==> src/rtl/mux4_rr.sv <==
// mux4_rr: four-channel round-robin arbiter/mux feeding a one-entry output
// register with valid/ready handshakes on both sides and a handshake counter.
module mux4_rr #(
  parameter int WIDTH = 8
) (
  input  logic               clk,
  input  logic               rst_n,
  input  logic [3:0]         in_valid,
  input  logic [4*WIDTH-1:0] in_data,
  output logic [3:0]         in_ready,
  output logic               out_valid,
  output logic [WIDTH-1:0]   out_data,
  output logic [1:0]         out_sel,
  input  logic               out_ready,
  output logic [15:0]        xfer_cnt
);

  typedef enum logic {EMPTY = 1'b0, FULL = 1'b1} state_t;

  state_t                  state, state_nxt;
  logic [1:0]              ptr;
  logic [3:0][WIDTH-1:0]   chan;
  logic [3:0][1:0]         cand;
  logic                    load, any_vld, grant;
  logic [1:0]              gnt_idx;

  assign chan = in_data;

  // Search order: candidate i is the channel ptr+i (mod 4, via 2-bit wrap).
  for (genvar i = 0; i < 4; i++) begin : g_cand
    assign cand[i] = ptr + 2'(i);
  end

  // First valid channel in search order; scanning backwards lets the
  // lowest search position overwrite later ones.
  always_comb begin
    any_vld = 1'b0;
    gnt_idx = ptr;
    for (int i = 3; i >= 0; i--) begin
      if (in_valid[cand[i]]) begin
        any_vld = 1'b1;
        gnt_idx = cand[i];
      end
    end
  end

  assign load  = !out_valid || out_ready;
  assign grant = load && any_vld;

  // One-hot accept strobe at the granted channel; forced low during reset
  // since load would otherwise be 1 with the register empty.
  always_comb begin
    in_ready = 4'b0000;
    if (grant && rst_n) in_ready[gnt_idx] = 1'b1;
  end

  // Output register occupancy state.
  always_ff @(posedge clk or negedge rst_n) begin
    if (!rst_n) state <= EMPTY;
    else        state <= state_nxt;
  end

  // EMPTY fills on a grant; FULL holds on stall, refills or empties on drain.
  always_comb begin
    state_nxt = state;
    case (state)
      EMPTY:   if (grant) state_nxt = FULL;
      FULL:    if (out_ready) state_nxt = grant ? FULL : EMPTY;
      default: state_nxt = EMPTY;
    endcase
  end

  // Occupancy drives the output valid directly.
  always_comb begin
    out_valid = (state == FULL);
  end

  // Capture granted word and advance the pointer past the winner.
  always_ff @(posedge clk or negedge rst_n) begin
    if (!rst_n) begin
      out_data <= '0;
      out_sel  <= 2'b00;
      ptr      <= 2'b00;
    end else if (grant) begin
      out_data <= chan[gnt_idx];
      out_sel  <= gnt_idx;
      ptr      <= gnt_idx + 2'd1;
    end
  end

  // Count completed output handshakes, wrapping naturally at 16 bits.
  always_ff @(posedge clk or negedge rst_n) begin
    if (!rst_n)                      xfer_cnt <= 16'h0000;
    else if (out_valid && out_ready) xfer_cnt <= xfer_cnt + 16'h0001;
  end

endmodule
==> config.mk <==
export PLATFORM = sky130hd
export DESIGN_NAME = mux4_rr
export DESIGN_NICKNAME = d
export VERILOG_FILES = /design/src/rtl/mux4_rr.sv
export SDC_FILE = /design/constraint.sdc
export NUM_CORES = 1
export LEC_CHECK = 0
export ABC_AREA = 1
export ABC_CLOCK_PERIOD_IN_PS = 5000
export CAP_MARGIN = 15
export CORE_MARGIN = 4
export CORE_UTILIZATION = 29
export CTS_CLUSTER_SIZE = 16
export DETAILED_ROUTE_END_ITERATION = 10
export DONT_BUFFER_PORTS = 1
export PLACE_DENSITY = 0.45
export SETUP_SLACK_MARGIN = 0.02
export SYNTH_ARGS = -nofsm -noshare
export SYNTH_HDL_FRONTEND = slang
export SYNTH_SLANG_ARGS = --single-unit
export TNS_END_PERCENT = 1
==> constraint.sdc <==
create_clock -name clk -period 5 [get_ports clk]
set_input_delay 0.25 -clock clk [delete_from_list [all_inputs] [get_ports clk]]
set_output_delay 0.25 -clock clk [all_outputs]
set_load 0.03 [all_outputs]
==> flow_metrics.env <==
export IMPL_whs_path_depth=1
export IMPL_place_congestion=0.738
export IMPL_cts_tree="yes"
export IMPL_cts_sinks=29
export IMPL_drt_iter0_markers=56
export IMPL_clockRootBuffer="clkbuf_8"
export IMPL_synthCells=265
export IMPL_drc_errors=0
export IMPL_synth_edf_count=0
export IMPL_worstMarginPinSlew_ns=0.938
export IMPL_num_io_pins=70
export IMPL_fin_util_pct=32.6
export IMPL_rows=29
export IMPL_synthDistinctLibCells=24
export IMPL_ys_seq_elements=29
export IMPL_synthSimpleGateAreaFrac_pct=41.7
export IMPL_crit_start="ptr[0]"
export IMPL_peakVddDrop_uv=217
export IMPL_met1Wirelength_um=2200
export IMPL_grt_max_degree=30
export IMPL_setup_viol=0
export IMPL_wire_per_inst_um=14.0
export IMPL_fin_skew_ns=0.00395
export IMPL_cellPowerDensity_nw_per_um2=812
export IMPL_slew_headroom_pct=37.0
export IMPL_synthAdderAreaFrac_pct=0.658
export IMPL_synth_top_area_share_pct=38.2
export IMPL_fillers=703
export IMPL_hold_end="out_valid"
export IMPL_layout_drive_gt1_share_pct=11.9
export IMPL_synth_most_common_cell="nand2_1"
export IMPL_setup_worst_path_class="reg2out"
export IMPL_leakage_uw=0.00115
export IMPL_tns_ns=0
export IMPL_rsz0062_at_grt="false"
export IMPL_ctsResizeCount=0
export IMPL_synthXorXnorAreaFrac_pct=6.45
export IMPL_viasPerCell=4.61
export IMPL_post_route_min_period_ns=3.28
export IMPL_initial_core_util_pct=29.9
export IMPL_worst_ep_required_time_ns=4.75
export IMPL_routed_wl_met3_um=467
export IMPL_diodes=0
export IMPL_muxShareOfSynthArea_pct=0
export IMPL_final_max_slew_viol_count=0
export IMPL_clkSlewWorstSetupHoldPaths_ns=0.06
export IMPL_placement_io_buffers=0
export IMPL_grt_pass1_vias=1587
export IMPL_arrival_ns=3.03
export IMPL_synth_common_cells="93 x nand2_1, 45 x nand3_1, 31 x inv_1, 29 x dfrtp_1, 13 x nor2_1"
export IMPL_r2r_slack_ns=2.63
export IMPL_min_from="out_ready"
export IMPL_outcome="finished clean"
export IMPL_power_uw=1680
export IMPL_yosysWarnings=0
export IMPL_worstPathMaxFanout=12
export IMPL_r2r_worst_path_cells=13
export IMPL_areaGrowthSynthToFinish_pct=8.82
export IMPL_antenna_found_initial=0
export IMPL_fp_dieH_um=89.0
export IMPL_die_w_um=89.0
export IMPL_cts_max_path_buffers=2
export IMPL_synth_compound_gate_area_share_pct=2.30
export IMPL_yosys_area_top_type="dfrtp_1"
export IMPL_syn_nets=305
export IMPL_cts_buffers=5
export IMPL_async_flop_share_pct=100
export IMPL_synth_top_family_by_area="simple AND/OR/NAND/NOR gates"
export IMPL_route_met2_wl_um=2150
export IMPL_wl_um=4840
export IMPL_ant_nets=0
export IMPL_synth_avg_cell_area_sq_um=7.17
export IMPL_track_usage_pct=12.8
export IMPL_dr_pass1_iters=4
export IMPL_post_cts_buffers=0
export IMPL_grt_pass1_wl_um=7800
export IMPL_hold_class="in2reg"
export IMPL_clock_fmax_mhz=305
export IMPL_period_share_pct=65.6
export IMPL_reg2reg_to="out_data[6]"
export IMPL_vias=1591
export IMPL_h_tree_depth=2
export IMPL_critPathLaunchType="flip-flop"
export IMPL_r2r_start="ptr[0]"
export IMPL_synth_ff_type="dfrtp_1"
export IMPL_hold_buffers=2
export IMPL_dieArea_sq_um=7910
export IMPL_fp_coreArea_sq_um=6350
export IMPL_grt_overflow=0
export IMPL_critPathCaptureType="output port"
export IMPL_ys_seq_area_share_pct=38.2
export IMPL_dr_max_layer_used="met4"
export IMPL_drv_cap=0
export IMPL_syn_area_sq_um=1900
export IMPL_finalHoldViolations=0
export IMPL_dp_hpwl_um=3670
export IMPL_yosys_top_cells_area="dfrtp_1 38%, nand2_1 18%, nand3_1 12%"
export IMPL_fin_nets=307
export IMPL_clock_latency_ns=0.27
[placed cells by master, fill, tap and decap left out]
master	instances
nand2_2	9
buf_12	1
dlygate4sd3_1	1
o21ai_1	1
nand2_4	4
nand3_4	1
ha_1	1
xor2_1	10
nor3_1	3
nand2_1	93
clkbuf_8	7
o21ai_2	1
o21ai_0	2
xnor2_1	4
dfrtp_1	29
nor3_2	3
inv_2	3
nand3_1	45
clkinv_1	1
nand4_1	1
clkinv_2	1
inv_1	31
nor2_1	13
a31oi_2	1
inv_8	1
o21bai_1	1
[state kept, by name, summed over array words and instances (netlist names)]
register and count:
out_data 8, out_sel 2, out_valid 1, ptr 2, xfer_cnt 16
[metal layers]
layer  GRT usage, %  vias to the layer above
met5              0                        -
met4           2.84                        0
met3           5.99                        2
met2           18.7                       45
met1           17.4                      720
li1               -                      824
[metrics by stage]
step / instances / hold slack [ns] / setup slack, ns / cell area [sq um]
6_report: 345 / 0.0956 / 1.72 / 2070
2_1_floorplan: 265 / -0.0456 / 2.74 / 1900
3_5_place_dp: 335 / -0.0450 / 2.00 / 1940
5_1_grt: 345 / 0.0900 / 1.36 / 2070
4_1_cts: 345 / 0.0704 / 1.68 / 2070
3_3_place_gp: 335 / -0.0450 / 2.06 / 1940
[worst max-delay path: stages, from the launching register on]
cell      delay [ns]
dfrtp_1         0.66
nand2_1         0.09
o21ai_1         0.12
nand2_1         0.10
nand3_1         0.08
nand2_1         0.05
nand2_1         0.05
nand3_1         0.06
nand2_1         0.34
clkinv_1        0.37
nor3_1          0.84
[kinds of logic after synthesis]
| kind of cell | Yosys count |
|---|---|
| and+or+nand+nor | 172 |
| adders and majority gates | 1 |
| xor gates and xnor gates | 14 |
| AOI/OAI and AO/OA | 6 |
| buffers and inverters | 43 |
| DFF | 29 |
[cell type report]
cell class                 instances  area, sq um  share of cell area (%)
clock buffer                       7         96.3                    4.66
clock inverter                     1         5.00                   0.242
inverter                          36          143                    6.90
multi-input combinational        193          972                    47.0
sequential                        29          726                    35.1
tap                               77         96.3                    4.66
timing repair buffer               2         30.0                    1.45
[power by group]
part	switching, uW	internal [uW]	leakage, uW	total [uW]
clock	90.2	124	0.0000542	214
sequential	243	320	0.000355	563
combinational	622	281	0.000744	903
[how the worst max path moves through the flow]
stage                        endpoint  slack (ns)
after detailed placement  in_ready[0]        2.00
after global placement    in_ready[0]        2.06
final                     in_ready[0]        1.72
after CTS                 in_ready[0]        1.68
after global routing      in_ready[0]        1.36
after floorplan           in_ready[0]        2.74
(Power assumes the default switching activity.)
